`src/rtl/pot_cmd_parser.sv`:
```
// Parses 4-byte UART frames (HDR, CMD, VAL, CHK) into MCP41010 wiper writes and
// returns a 1-byte reply; holds the last committed wiper value.
module pot_cmd_parser #(
  parameter logic [7:0]  HDR         = 8'h55,
  parameter int unsigned BYTE_TO_CYC = 50000,
  parameter int unsigned SPI_TO_CYC  = 1000,
  parameter logic [7:0]  WIPER_RST   = 8'h80
) (
  input  logic       clk,
  input  logic       rst,
  input  logic       rx_valid,
  input  logic [7:0] rx_data,
  input  logic       uart_tx_busy,
  output logic       uart_tx_en,
  output logic [7:0] uart_tx_data,
  output logic       pot_tx_en,
  output logic [7:0] pot_data,
  input  logic       pot_tx_done,
  output logic [7:0] wiper,
  output logic       busy,
  output logic       frame_err,
  output logic       spi_timeout,
  output logic       rx_drop
);

  localparam int unsigned MAX_TO = (BYTE_TO_CYC > SPI_TO_CYC) ? BYTE_TO_CYC : SPI_TO_CYC;
  localparam int unsigned CNT_W  = $clog2(MAX_TO + 1);

  localparam logic [7:0] CMD_WR  = 8'h11;
  localparam logic [7:0] CMD_INC = 8'h21;
  localparam logic [7:0] CMD_DEC = 8'h22;
  localparam logic [7:0] CMD_RD  = 8'h30;
  localparam logic [7:0] ACK     = 8'h06;
  localparam logic [7:0] NAK     = 8'h15;

  typedef enum logic [2:0] {
    HUNT, GET_CMD, GET_VAL, GET_CHK, EXEC, SPI_WAIT, REPLY
  } state_e;

  state_e           state_q, state_d;
  logic [CNT_W-1:0] cnt_q, cnt_d;
  logic [7:0]       cmd_q, cmd_d, val_q, val_d, chk_q, chk_d, reply_q, reply_d;
  logic [7:0]       wiper_q, wiper_d, pot_data_q, pot_data_d, uart_tx_data_q, uart_tx_data_d;
  logic             uart_tx_en_q, uart_tx_en_d, pot_tx_en_q, pot_tx_en_d;
  logic             busy_q, busy_d, frame_err_q, frame_err_d;
  logic             spi_timeout_q, spi_timeout_d, rx_drop_q, rx_drop_d;

  logic             byte_to_c, done_c, spi_to_c, frame_bad_c;
  logic [8:0]       sum_c;
  logic [7:0]       new_c;

  // Shared condition and new-wiper computation
  always_comb begin
    byte_to_c   = (cnt_q == CNT_W'(BYTE_TO_CYC - 1));
    done_c      = pot_tx_done && !pot_tx_en_q;
    spi_to_c    = !done_c && (cnt_q == CNT_W'(SPI_TO_CYC - 1));
    frame_bad_c = (chk_q != (cmd_q ^ val_q)) ||
                  !((cmd_q == CMD_WR) || (cmd_q == CMD_INC) ||
                    (cmd_q == CMD_DEC) || (cmd_q == CMD_RD));
    sum_c       = {1'b0, wiper_q} + {1'b0, val_q};
    case (cmd_q)
      CMD_INC: new_c = sum_c[8] ? 8'hFF : sum_c[7:0];
      CMD_DEC: new_c = (val_q > wiper_q) ? 8'h00 : (wiper_q - val_q);
      default: new_c = val_q;
    endcase
  end

  // Next-state logic
  always_comb begin
    state_d = state_q;
    case (state_q)
      HUNT:     if (rx_valid && (rx_data == HDR)) state_d = GET_CMD;
      GET_CMD:  if (rx_valid) state_d = GET_VAL; else if (byte_to_c) state_d = HUNT;
      GET_VAL:  if (rx_valid) state_d = GET_CHK; else if (byte_to_c) state_d = HUNT;
      GET_CHK:  if (rx_valid) state_d = EXEC;    else if (byte_to_c) state_d = HUNT;
      EXEC:     state_d = (frame_bad_c || (cmd_q == CMD_RD)) ? REPLY : SPI_WAIT;
      SPI_WAIT: if (done_c || spi_to_c) state_d = REPLY;
      REPLY:    if (!uart_tx_busy) state_d = HUNT;
      default:  state_d = HUNT;
    endcase
  end

  // Datapath and registered-output next values
  always_comb begin
    cnt_d          = cnt_q;
    cmd_d          = cmd_q;
    val_d          = val_q;
    chk_d          = chk_q;
    reply_d        = reply_q;
    wiper_d        = wiper_q;
    pot_data_d     = pot_data_q;
    uart_tx_data_d = uart_tx_data_q;
    uart_tx_en_d   = 1'b0;
    pot_tx_en_d    = 1'b0;
    frame_err_d    = 1'b0;
    spi_timeout_d  = 1'b0;
    rx_drop_d      = rx_valid && ((state_q == EXEC) || (state_q == SPI_WAIT) ||
                                  (state_q == REPLY));
    busy_d         = (state_d != HUNT);
    case (state_q)
      GET_CMD, GET_VAL, GET_CHK: begin
        if (rx_valid) begin
          cnt_d = '0;
          if (state_q == GET_CMD) cmd_d = rx_data;
          if (state_q == GET_VAL) val_d = rx_data;
          if (state_q == GET_CHK) chk_d = rx_data;
        end else if (byte_to_c) begin
          cnt_d = '0;
        end else begin
          cnt_d = cnt_q + CNT_W'(1);
        end
      end
      EXEC: begin
        cnt_d = '0;
        if (frame_bad_c) begin
          frame_err_d = 1'b1;
          reply_d     = NAK;
        end else if (cmd_q == CMD_RD) begin
          reply_d = wiper_q;
        end else begin
          pot_data_d  = new_c;
          pot_tx_en_d = 1'b1;
        end
      end
      SPI_WAIT: begin
        if (done_c) begin
          wiper_d = pot_data_q;
          reply_d = ACK;
        end else if (spi_to_c) begin
          spi_timeout_d = 1'b1;
          reply_d       = NAK;
        end else begin
          cnt_d = cnt_q + CNT_W'(1);
        end
      end
      REPLY: begin
        if (!uart_tx_busy) begin
          uart_tx_en_d   = 1'b1;
          uart_tx_data_d = reply_q;
        end
      end
      default: cnt_d = '0;
    endcase
  end

  // State and output registers
  always_ff @(posedge clk or negedge rst) begin
    if (!rst) begin
      state_q        <= HUNT;
      cnt_q          <= '0;
      cmd_q          <= '0;
      val_q          <= '0;
      chk_q          <= '0;
      reply_q        <= '0;
      wiper_q        <= WIPER_RST;
      pot_data_q     <= WIPER_RST;
      uart_tx_data_q <= '0;
      uart_tx_en_q   <= 1'b0;
      pot_tx_en_q    <= 1'b0;
      busy_q         <= 1'b0;
      frame_err_q    <= 1'b0;
      spi_timeout_q  <= 1'b0;
      rx_drop_q      <= 1'b0;
    end else begin
      state_q        <= state_d;
      cnt_q          <= cnt_d;
      cmd_q          <= cmd_d;
      val_q          <= val_d;
      chk_q          <= chk_d;
      reply_q        <= reply_d;
      wiper_q        <= wiper_d;
      pot_data_q     <= pot_data_d;
      uart_tx_data_q <= uart_tx_data_d;
      uart_tx_en_q   <= uart_tx_en_d;
      pot_tx_en_q    <= pot_tx_en_d;
      busy_q         <= busy_d;
      frame_err_q    <= frame_err_d;
      spi_timeout_q  <= spi_timeout_d;
      rx_drop_q      <= rx_drop_d;
    end
  end

  assign uart_tx_en   = uart_tx_en_q;
  assign uart_tx_data = uart_tx_data_q;
  assign pot_tx_en    = pot_tx_en_q;
  assign pot_data     = pot_data_q;
  assign wiper        = wiper_q;
  assign busy         = busy_q;
  assign frame_err    = frame_err_q;
  assign spi_timeout  = spi_timeout_q;
  assign rx_drop      = rx_drop_q;

endmodule
```
`config.mk`:
```
export PLATFORM = sky130hd
export DESIGN_NAME = pot_cmd_parser
export DESIGN_NICKNAME = d
export VERILOG_FILES = /design/src/rtl/pot_cmd_parser.sv
export SDC_FILE = /design/constraint.sdc
export NUM_CORES = 1
export LEC_CHECK = 0
export BUFFER_PORTS_ARGS = -buffer_cell sky130_fd_sc_hd__buf_2
export CAP_MARGIN = 10
export CELL_PAD_IN_SITES_DETAIL_PLACEMENT = 0
export CELL_PAD_IN_SITES_GLOBAL_PLACEMENT = 2
export CORE_ASPECT_RATIO = 0.75
export CORE_MARGIN = 2
export CORE_UTILIZATION = 41
export DETAILED_ROUTE_END_ITERATION = 16
export PLACE_DENSITY_LB_ADDON = 0.1
export SLEW_MARGIN = 20
export SYNTH_ARGS = -nofsm -noshare
export SYNTH_HDL_FRONTEND = slang
export SYNTH_SLANG_ARGS = --single-unit
```
`constraint.sdc`:
```
create_clock -name clk -period 6.4 [get_ports clk]
set_input_delay 0.64 -clock clk [delete_from_list [all_inputs] [get_ports clk]]
set_output_delay 0.64 -clock clk [all_outputs]
set_load 0.01 [all_outputs]
```
Yosys cells after proc, flatten, opt, wreduce, memory -nomap -nowiden. Cells that the tools add are included.

Equality and inequality tests: 18. Order comparisons: 1. Bitwise gates (word level): 5. Reductions and logical operators: 27. Mux-type cells: 32. Add/sub/neg operators: 3.

Operator list (number): two-way mux 16 bit (4); two-way mux 8 bit (6); case mux 16 bit (3 select lines) (1); case mux 8 bit (2 select lines) (2); equality test 8 x 6 -> 1 bit (second input constant) (3); two-way mux 3 bit (7); case mux 3 bit (7 select lines) (1); AND reduction 3 bit (6); adder 16 x 1 -> 16 bit (second input constant) (1); equality test 16 x 10 -> 1 bit (second input constant) (1); equality test 16 bit (second input constant) (1); two-way mux 1 bit (10); adder 8 x 8 -> 9 bit (1); equality test 3 bit (second input constant) (3); equality test 8 x 5 -> 1 bit (second input constant) (1); equality test 8 x 7 -> 1 bit (second input constant) (1); greater-than comparator 8 bit (1); logical OR 1 bit (8); != test 8 bit (1); subtractor 8 bit (1); bitwise XOR 8 bit (1); equality test 3 x 2 -> 1 bit (second input constant) (2); != test 3 bit (second input constant) (2); logical AND 1 bit (4); other kinds (10) (17).

Bits of input ports: 13. Flip-flop bits (word level): 81.

Logic depth before layout (Yosys ltp). Gate-level depths: netlist of the first run.

Depth after elaboration: 10. Mapped depth: 10. Depth with buffers taken out: 10.

Worst setup path before layout of the first run. Ideal clock, no wire load.

Kind: register -> register. Start point: register wiper_q[0], in the netlist wiper[0]. End point: register pot_data_q[1], in the netlist pot_data[1]. Cell stages (with the launch flop): 11. Slack: 3.969 ns. Buffers on the path: 0. Library setup time: 0.129 ns. Data arrival time: 2.302 ns. Path through: dfrtp_1 inv_1 ha_1 inv_1 fa_1 a211oi_1 nor2_1 o31a_1 o31a_1 a221oi_1 a21oi_1.

Word-level cells in the longest chain between the ends: 3.

RTL lines: start, declared (RTL line 43) `logic [7:0] wiper_q, wiper_d, pot_data_q, pot_data_d, uart_tx_data_q, uart_tx_data_d;`; start signal, assigned (RTL line 171) `wiper_q <= wiper_d;`; subtractor 8 bit, or another cell as far along (RTL line 63) `CMD_DEC: new_c = (val_q > wiper_q) ? 8'h00 : (wiper_q - val_q);`; two-way mux 8 bit (on tied branches) (RTL line 63, 62); case mux 8 bit (2 select lines) (*) (RTL line 61) `case (cmd_q)`; end signal, assigned (RTL line 172) `pot_data_q <= pot_data_d;`; end, declared (RTL line 43).

Every way passes the cells marked *; elsewhere a longest branch is shown, timed or not. A chain may end at the register's enable or synchronous reset.

Worst setup path in the final report of the first run.
Start point: register cmd_q[3]. End point: register pot_data_q[5], in the netlist pot_data[5].

Word-level cells in the longest chain between the ends: 8.

RTL lines: start, declared (RTL line 42) `logic [7:0] cmd_q, cmd_d, val_q, val_d, chk_q, chk_d, reply_q, reply_d;`; start signal, assigned (RTL line 167) `cmd_q <= cmd_d;`; equality test 8 x 5 -> 1 bit or equality test 8 x 6 -> 1 bit (tied branches) (RTL line 58, 61); logical OR 1 bit (2 in series) (RTL line 58) `!((cmd_q == CMD_WR) || (cmd_q == CMD_INC) ||`; logical OR 1 bit (RTL line 59) `(cmd_q == CMD_DEC) || (cmd_q == CMD_RD));`; logical NOT 1 bit (RTL line 58); logical OR 1 bit (RTL line 57) `frame_bad_c = (chk_q != (cmd_q ^ val_q)) ||`; inverter 1 bit (no line); AND reduction 3 bit (no line).

Parallel ways exist; a longest one is shown, timed or not.

==> metrics, run 1 <==
status finished clean; DR DRC count 0; vias 3,597; Antenna Nets Post-Route 0; initial antenna violation count 0; root buffer cell clkbuf_16; ratio of cells with drive above 1 in the final layout 0.213; DRT Pass-1 Iters 4; Tightest Hold Check Type input pin to asynchronous set/reset pin; Final Slew Violations 0; most frequent cell after synthesis dfrtp_1; Period minus WS final 2800 ps; YS warnings 0; WP buf/inv 0; WS Path Type register to register; Async SR Flop Fraction 1.00; synth top area cells dfrtp_1 43%, mux2_2 6.6%, ha_1 4.6%; die width 126 microns; FF/Latch Area 2030 sq um; Worst-Margin Slew 852 ps; Critical Path, Cell by Cell or4_4, nor4_2, nor4b_4, nand4_1, a221oi_1, a2bb2oi_1; # hold bufs at CTS 0; Post-CTS Repair Setup Buffers 0; Die Y 95.8 microns; Initial DRC Count 228; vias in the first global route 3,465; total grt overflow 0; CTS clk-pin slew, worst paths 70 ps; Layout Nets 535; fin util 0.484; number of gates resized after CTS 0; Avg Inst Size Synth 9.97 sq um; Final Hold Fails 0; Syn Nets 494; Ports 43; RSZ-0062 raised after global routing no; Setup crit start kind register; Die ar. 12,100 sq um; H-tree Lvls 3; CP endpoint kind register; P_sw 819 uW; Core Box Area 10,900 sq um; fmax 358 MHz; Crit Path Max Fanout 11; Post-Syn Area 4600 sq um; top-area cell type share of the netlist area 0.429; Flop pwr share 0.358; std cell rows 33; Mapped Cells 462; Sink Count 81; Commonest cells post-synth 79 x dfrtp_1, 51 x nand2_1, 34 x nor2_1; CP delay by family, top simple AND/OR/NAND/NOR gates; distinct cell type count of the synthesized netlist 66; Post-synth EDFFs 0; combinational power share 0.387; CP max stage cell or4_4; Max VDD drop 0.000224 V; Max-Cap Viols 0; placed inst area 4950 sq um; Clock Path Buffers 2; setup TNS 0 ps; Slew Limit Headroom 0.430; wire per inst 17.6 microns; CTS Buf Count 9; area of the multi-input gates 2420 sq um; placed cells 632; Final Cell Area 5300 sq um; #FFs+latches synth 81; ANT cells 0; Static Leakage 0.00244 uW; Via-to-Cell Ratio 5.55; clk_skew 9.67 ps; FILL cells 1,043; Initial Util 0.421; clock power share 0.255; port bufs 42; switching part of the total 0.362; setup violators final 0; Cell Pwr Density 427 nW/um^2; CP max stage delay 570 ps; CTS tree yes; largest net degree at the start of global routing 82; GRT Resource Usage Total 0.206; Int Pwr 1440 uW; Worst Path Required 6600 ps; top cell type by total area after synthesis dfrtp_1; first-pass GRT wire length 19,200 microns; routed wire length 11,400 microns; CP arrival 3000 ps; Final Wtd Congestion 0.856; post-synthesis sequential area ratio 0.441; detailed placement HPWL 8640 microns; Area Overhead vs Synth 15.1%; Clock Latency Late Sink 340 ps; Post-synth top flop dfrtp_1; post-route clock period utilization 0.437; final std cells w/o fill 648
worst reg2reg max path: stages, from the launching register on:
cell and delay, ps:
dfrtp_1 390, or4_4 570, nor4_2 270, nor4b_4 470, nand4_1 480, a221oi_1 370, a2bb2oi_1 110
metrics by stage:
stage          power [uW]  setup WS (ps)  hold slack [ps]
5_1_grt              2430           3350              388
3_3_place_gp         1690           3680              486
6_report             2260           3600              336
3_5_place_dp         1690           3620              490
4_1_cts              2280           3610              505
2_1_floorplan        1440           3970              344
path summary, 6_finish.rpt:
path / end / slack [ps] / depth (start not counted) / startpoint
max: pot_data[5]$_DFFE_PN0P_ / 3600 / 6 / cmd_q[3]$_DFFE_PN0P_
min: wiper[5]$_DFFE_PN0P_ / 340 / 1 / rst
max in group asynchronous: cmd_q[4]$_DFFE_PN0P_ / 5570 / 1 / rst
min in group clk: uart_tx_data[5]$_DFFE_PN0P_ / 500 / 1 / reply_q[5]$_DFFE_PN0P_
max reg2reg: pot_data[5]$_DFFE_PN0P_ / 3600 / 6 / cmd_q[3]$_DFFE_PN0P_
min reg2reg: uart_tx_data[5]$_DFFE_PN0P_ / 500 / 1 / reply_q[5]$_DFFE_PN0P_
cells in the final DEF, fill, tap and decap left out, types with 4 or more instances in the layout:
master / synthesis / routed
nor2_1: 34 / 34
clkbuf_16: 0 / 9
o31ai_1: 6 / 6
and3_1: 9 / 9
nand4_1: 8 / 8
o21ai_0: 32 / 32
xnor2_1: 7 / 7
inv_1: 26 / 26
buf_2: 1 / 41
a31oi_1: 5 / 5
xor2_1: 11 / 11
a21oi_1: 21 / 21
nand2b_1: 4 / 4
xnor3_4: 4 / 4
nor2b_1: 8 / 8
a211oi_1: 10 / 10
o211ai_1: 4 / 4
ha_1: 17 / 17
a221oi_1: 5 / 5
mux2_2: 27 / 27
dfrtp_1: 79 / 79
nand3_1: 12 / 12
or2_2: 5 / 5
nand2_1: 51 / 51
state kept, by name, summed over array words and instances (netlist names):
| name | flops |
|---|---|
| busy | 1 |
| spi_timeout | 1 |
| frame_err | 1 |
| pot_tx_en | 1 |
| uart_tx_en | 1 |
| pot_data | 8 |
| reply_q | 8 |
| cnt_q | 16 |
| val_q | 8 |
| cmd_q | 8 |
| rx_drop | 1 |
| uart_tx_data | 8 |
| chk_q | 8 |
| wiper | 8 |
| state_q | 3 |
area by class of cell:
cell class / count / share of cell area
Multi-Input combinational cell: 340 / 0.457
Sequential cell: 81 / 0.383
Clock buffer: 11 / 0.0477
Timing Repair Buffer: 44 / 0.0437
Tap cell: 140 / 0.0331
Inverter: 27 / 0.0191
Clock inverter: 5 / 0.0161
power by group through the flow:
stage	combinational [uW]	sequential, uW	clock [uW]
4_1_cts	877	808	592
6_report	875	809	577
2_1_floorplan	683	760	0
3_3_place_gp	872	814	0
3_5_place_dp	872	816	0
5_1_grt	976	833	617
metal layers:
layer / part of all wire / vias to the layer above / global-route usage
met1: 0.55 / 1763 / 0.322
met4: 0.0096 / 0 / 0.0604
met5: 0 / - / 0
met3: 0.046 / 8 / 0.0395
met2: 0.40 / 81 / 0.285
li1: - / 1745 / -
cell families (layout without fill, tap and decap cells):
family / count (synthesis) / count (layout) / share of synthesized area
adders and majority gates: 19 / 19 / 0.0549
AOI/OAI and AO/OA: 106 / 106 / 0.149
xor gates and xnor gates: 23 / 23 / 0.0630
and+or+nand+nor: 164 / 164 / 0.190
DFF: 81 / 81 / 0.441
buffers and inverters: 41 / 87 / 0.0340
muxes: 28 / 28 / 0.0682
(Power assumes the default switching activity.)
==> run 2, diff against run 1 <==
Settings changed: CORE_UTILIZATION 41 to 38.
Clock period 6.4 ns to 2.65 ns, I/O delays scaled along.
==> metrics, run 2 (same netlist as run 1, synthesis figures left out) <==
status finished clean; FILL cells 1,148 (+10%); Worst Hold Endpoint val_q[6]$_DFFE_PN0P_; WS Path Type register to register; fin util 0.481 (-0.00374); Layout Nets 569 (+6.4%); Final Wtd Congestion 0.834 (-2.6%); most frequent cells in the layout 78 x dfrtp_1, 51 x nand2_1, 41 x buf_2; Period minus WS final 2530 ps (-263 ps); Tightest Hold Check Type input pin to register; std cell rows 34 (+3.0%); CP arrival 2780 ps (-220 ps); root buffer cell clkbuf_16; ANT cells 0 (unchanged); Area Overhead vs Synth 22.1%; Power Total 5680 uW (+150%); Initial Util 0.394 (-0.0272); Via-to-Cell Ratio 5.23 (-5.8%); CP endpoint kind register; first-pass GRT wire length 20,400 microns (+6.4%); clk_skew 5.12 ps (-4.55 ps); Antenna Nets Post-Route 0 (unchanged); vias 3,683 (+2.4%); Sink Count 81 (unchanged); FF-to-FF End pot_data[7]$_DFFE_PN1P_; Final Slew Violations 0 (unchanged); H-tree Lvls 3 (unchanged); Place WS 62.2 ps (-3560 ps); Die ar. 13,000 sq um (+7.6%); CTS Buf Count 9 (unchanged); Slew Limit Headroom 0.624 (+0.195); Max-Cap Viols 0 (unchanged); Final Hold Fails 0 (unchanged); Hold Path Depth 3; Clock Path Buffers 2 (unchanged); post-route clock period utilization 0.956 (+0.519); placed cells 685 (+8.4%); initial antenna violation count 0 (unchanged); GRT Resource Usage Total 0.199 (-0.00617); reg2reg start cmd_q[3]$_DFFE_PN0P_; Die Y 99.3 microns (+3.7%); ratio of cells with drive above 1 in the final layout 0.275 (+0.0623); Max VDD drop 0.000582 V (+160%); Core Box Area 11,700 sq um (+6.9%); die width 131 microns (+3.8%); r2r setup slk 120 ps (-3490 ps); hold path startpoint rx_data[6]; CTS tree yes; DR DRC count 0 (unchanged); Initial DRC Count 244 (+7.0%); Worst-Margin Slew 562 ps (-291 ps); routed wire length 12,300 microns (+7.9%); max reg flops 16 (unchanged); Crit Path Max Fanout 6 (-5); fmax 395 MHz (+10%); final std cells w/o fill 704 (+8.6%); total grt overflow 0 (unchanged); largest net degree at the start of global routing 82 (unchanged); setup violators final 0 (unchanged); Setup crit start kind register; Worst Path Required 2900 ps (-3700 ps); Clock Latency Late Sink 330 ps (about the same); Ports 43 (unchanged); Final WS setup 117 ps (-3490 ps); CTS clk-pin slew, worst paths 60 ps (about the same); Static Leakage 0.00261 uW (+7.0%); Cell Pwr Density 1010 nW/um^2 (+140%); port bufs 42 (unchanged); Reg with most FFs cnt_q; detailed placement HPWL 9150 microns (+6.0%); wire per inst 17.5 microns (-0.70%); Register-to-Register Path Depth 8 (+2); most common cell after layout, fill and taps aside dfrtp_1; vias in the first global route 3,697 (+6.7%); DRT Pass-1 Iters 5 (+1)
==> run 2: cell type report <==
type	count	area, sq um	share of cell area
Multi-Input combinational cell	340	2460	0.437
Clock buffer	10	239	0.0425
Inverter	27	105	0.0187
Tap cell	162	203	0.0361
Sequential cell	81	2030	0.361
Clock inverter	6	90.1	0.0160
Timing Repair Buffer	78	498	0.0886
==> run 2: worst max-delay path, cell delays in order, from the launching register on <==
cell and delay, ps:
dfrtp_1 400, or4_4 580, nor4_1 320, buf_4 190, o21a_1 110, o31a_1 380
buf_4 200, nand3_1 80, a31oi_1 200
==> run 2: worst max path at each step <==
stage / start / endpoint / slack (ps) / depth (start not counted)
floorplan: wiper[0]$_DFFE_PN0P_ / pot_data[1]$_DFFE_PN0P_ / 220 / 10
global placement: wiper[0]$_DFFE_PN0P_ / pot_data[1]$_DFFE_PN0P_ / 150 / 10
detailed placement: cmd_q[3]$_DFFE_PN0P_ / pot_data[0]$_DFFE_PN0P_ / 60 / 7
CTS: cmd_q[3]$_DFFE_PN0P_ / pot_data[0]$_DFFE_PN0P_ / 40 / 7
global route: val_q[4]$_DFFE_PN0P_ / pot_data[7]$_DFFE_PN1P_ / -6 / 9
finish: cmd_q[3]$_DFFE_PN0P_ / pot_data[7]$_DFFE_PN1P_ / 120 / 8
==> run 2: stage by stage <==
step / setup TNS (ps) / instance area [sq um] / hold slack (ps)
after floorplan: 0 / 4600 / -30.6
after global placement: 0 / 5230 / 332
after detailed placement: 0 / 5230 / 309
after CTS: 0 / 5560 / 187
after global routing: -5.89 / 5620 / 207
final: 0 / 5620 / 197
==> run 2: metal layers <==
metal	GRT usage	part of all wire	up-vias
met5	0	0	-
met4	0.0452	0.0089	0
met3	0.0408	0.034	6
met2	0.282	0.41	71
met1	0.311	0.55	1801
li1	-	-	1805
==> run 2: where the power goes <==
part / total (uW) / switching [uW] / internal, uW
sequential: 1910 / 342 / 1570
clock: 1360 / 502 / 854
combinational: 2420 / 1210 / 1210
==> run 2: repair_timing <==
item,in CTS,in global routing
hold buffers,1,0
setup endpoints to repair,0,11
hold endpoints to repair,68,0
gates resized for setup,0,9
buffers inserted,0,2
==> run 3, diff against run 2 <==
Settings changed: ABC_AREA set to 1, CORE_UTILIZATION 38 to 34.
==> metrics, run 3 <==
FF-to-FF End pot_data[6]$_DFFE_PN0P_; Worst Hold Endpoint chk_q[6]$_DFFE_PN0P_; clk_skew 5.25 ps (+0.129 ps); distinct cell type count of the synthesized netlist 39 (-41%); vias in the first global route 4,486 (+21%); die width 145 microns (+11%); setup TNS 0 ps (unchanged); Layout Nets 808 (+42%); synth top area cells dfrtp_1 39%, nand2_1 18%, inv_1 6.8%; YS warnings 0 (unchanged); Register-to-Register Path Depth 12 (+4); Avg Inst Size Synth 7.07 sq um (-29%); CTS Buf Count 9 (unchanged); ratio of cells with drive above 1 in the final layout 0.124 (-0.151); Final Hold Fails 0 (unchanged); Async SR Flop Fraction 1.00 (unchanged); CTS tree yes; Clock Path Buffers 2 (unchanged); CTS clk-pin slew, worst paths 70 ps (about the same); initial antenna violation count 0 (unchanged); port bufs 42 (unchanged); std cell rows 38 (+12%); Worst-Margin Slew 752 ps (+190 ps); Mapped Cells 720 (+56%); Max-Cap Viols 0 (unchanged); Clock Latency Late Sink 350 ps (+20 ps); Sink Count 81 (unchanged); Setup crit start kind register; Post-synth EDFFs 0 (unchanged); top-area cell type share of the netlist area 0.388 (-0.0409); Initial DRC Count 397 (+63%); Power Total 5710 uW (+0.44%); Worst Path Required 2880 ps (-20 ps); RSZ-0062 raised after global routing no; Post-synth top flop dfrtp_1; status finished clean; largest net degree at the start of global routing 49 (-40%); Period minus WS final 2310 ps (-227 ps); H-tree Lvls 3 (unchanged); fmax 434 MHz (+9.8%); CP endpoint kind register; WS Path Type register to register; hold path startpoint rx_data[6]; Initial Util 0.350 (-0.0438); GRT Resource Usage Total 0.200 (+0.000315); wire per inst 15.6 microns (-11%); Commonest cells post-synth 245 x nand2_1, 92 x inv_1, 79 x dfrtp_1; total grt overflow 0 (unchanged); CP arrival 2540 ps (-240 ps); Antenna Nets Post-Route 0 (unchanged); Max VDD drop 0.000357 V (-39%); Syn Nets 752 (+52%); Area Overhead vs Synth 16.7%; setup violators final 0 (unchanged); Post-Syn Area 5090 sq um (+11%); top cell type by total area after synthesis dfrtp_1; post-route clock period utilization 0.870 (-0.0856); Crit Path Max Fanout 8 (+2); DRT Pass-1 Iters 6 (+1); Core Box Area 14,500 sq um (+24%); Die ar. 16,000 sq um (+23%); Die Y 110 microns (+11%); Final Wtd Congestion 0.900 (+8.0%); most frequent cell after synthesis nand2_1; detailed placement HPWL 11,700 microns (+28%); final hold slack 224 ps (+27.2 ps); routed wire length 15,300 microns (+24%); post-synthesis sequential area ratio 0.399 (-0.0419); fin util 0.408 (-0.0722); number of gates resized after CTS 0 (unchanged); Reg with most FFs cnt_q; Cell Pwr Density 960 nW/um^2 (-5.0%); Ports 43 (unchanged); Slew Limit Headroom 0.497 (-0.127); Via-to-Cell Ratio 4.92 (-5.9%); #FFs+latches synth 81 (unchanged); Static Leakage 0.00310 uW (+19%); Tightest Hold Check Type input pin to register; first-pass GRT wire length 24,600 microns (+21%); r2r setup slk 340 ps (+230 ps); max reg flops 16 (unchanged); most common cell after layout, fill and taps aside nand2_1; ANT cells 0 (unchanged); root buffer cell clkbuf_16; most frequent cells in the layout 245 x nand2_1, 92 x inv_1, 79 x dfrtp_1; Hold Path Depth 3 (unchanged); DR DRC count 0 (unchanged); Final Slew Violations 0 (unchanged); vias 4,831 (+31%); reg2reg start wiper[0]$_DFFE_PN0P_
-- run 3: cell types whose count changed after synthesis, moves of 8 or more --
| cell | previous run | this run |
|---|---|---|
| a211oi_1 | 10 | 0 |
| and3_1 | 9 | 1 |
| inv_1 | 26 | 92 |
| mux2_2 | 27 | 0 |
| nand2_1 | 51 | 245 |
| nand3_1 | 12 | 57 |
| nand4_1 | 8 | 20 |
| nor2_1 | 34 | 61 |
| nor2b_1 | 8 | 0 |
| o21ai_0 | 32 | 57 |
-- run 3: per-stage QoR --
stage                     setup slack, ps  std cells  cell area [sq um]
after detailed placement              368        964               5600
after CTS                             357        981               5940
after global placement                380        964               5600
final                                 344        981               5940
after global routing                  116        981               5940
after floorplan                       649        720               5090
-- run 3: area by class of cell --
type / instances / area (sq um)
inverter: 99 / 377
timing repair buffer: 53 / 310
sequential: 81 / 2030
tap: 200 / 250
clock inverter: 7 / 101
multi-input combinational: 532 / 2650
fill: 1583 / 8610
clock buffer: 9 / 225
-- run 3: logic make-up after synthesis --
logic type / share of synthesized area
AND/OR/NAND/NOR: 0.366
buffers and inverters: 0.0809
AO/OA/AOI/OAI: 0.0944
flip-flops: 0.399
XOR/XNOR: 0.0103
adder cells (fa/ha/maj): 0.0497
-- run 3: routing by layer --
metal,vias up,part of all wire,track usage
met5,-,0,0
met4,0,0.0072,0.0441
met1,2274,0.56,0.314
li1,2418,-,-
met3,11,0.050,0.0369
met2,128,0.39,0.279
-- run 3: critical path: stages, from the launching register on --
cell and delay, ps:
dfrtp_1 400, inv_1 90, ha_1 140, inv_1 60, fa_1 400, nand3_1 90
nand3_1 140, nand3_1 100, nand3_1 250, nand3_1 180, nand2_1 60, o21ai_0 210
nand2_1 70
-- run 3: worst max-delay path by stage --
stage	slack [ps]	end	from	cells after the start
3_5_place_dp	370	pot_data[6]$_DFFE_PN0P_	wiper[0]$_DFFE_PN0P_	12
2_1_floorplan	650	pot_data[6]$_DFFE_PN0P_	wiper[0]$_DFFE_PN0P_	12
5_1_grt	120	pot_data[3]$_DFFE_PN0P_	wiper[0]$_DFFE_PN0P_	12
6_report	340	pot_data[6]$_DFFE_PN0P_	wiper[0]$_DFFE_PN0P_	12
4_1_cts	360	pot_data[6]$_DFFE_PN0P_	wiper[0]$_DFFE_PN0P_	12
3_3_place_gp	380	pot_data[6]$_DFFE_PN0P_	wiper[0]$_DFFE_PN0P_	12
-- run 3: where the power goes --
part	internal, uW	switching, uW	leakage, uW
combinational	852	1740	0.00188
sequential	1460	248	0.00106
clock	836	569	0.000153
-- run 3: repair_timing --
action | 4_1_cts | 5_1_grt
endpoints found under the setup margin | 0 | 0
hold endpoints to repair | 45 | 0
hold buffers | 1 | 0
setup buffers | 0 | 0
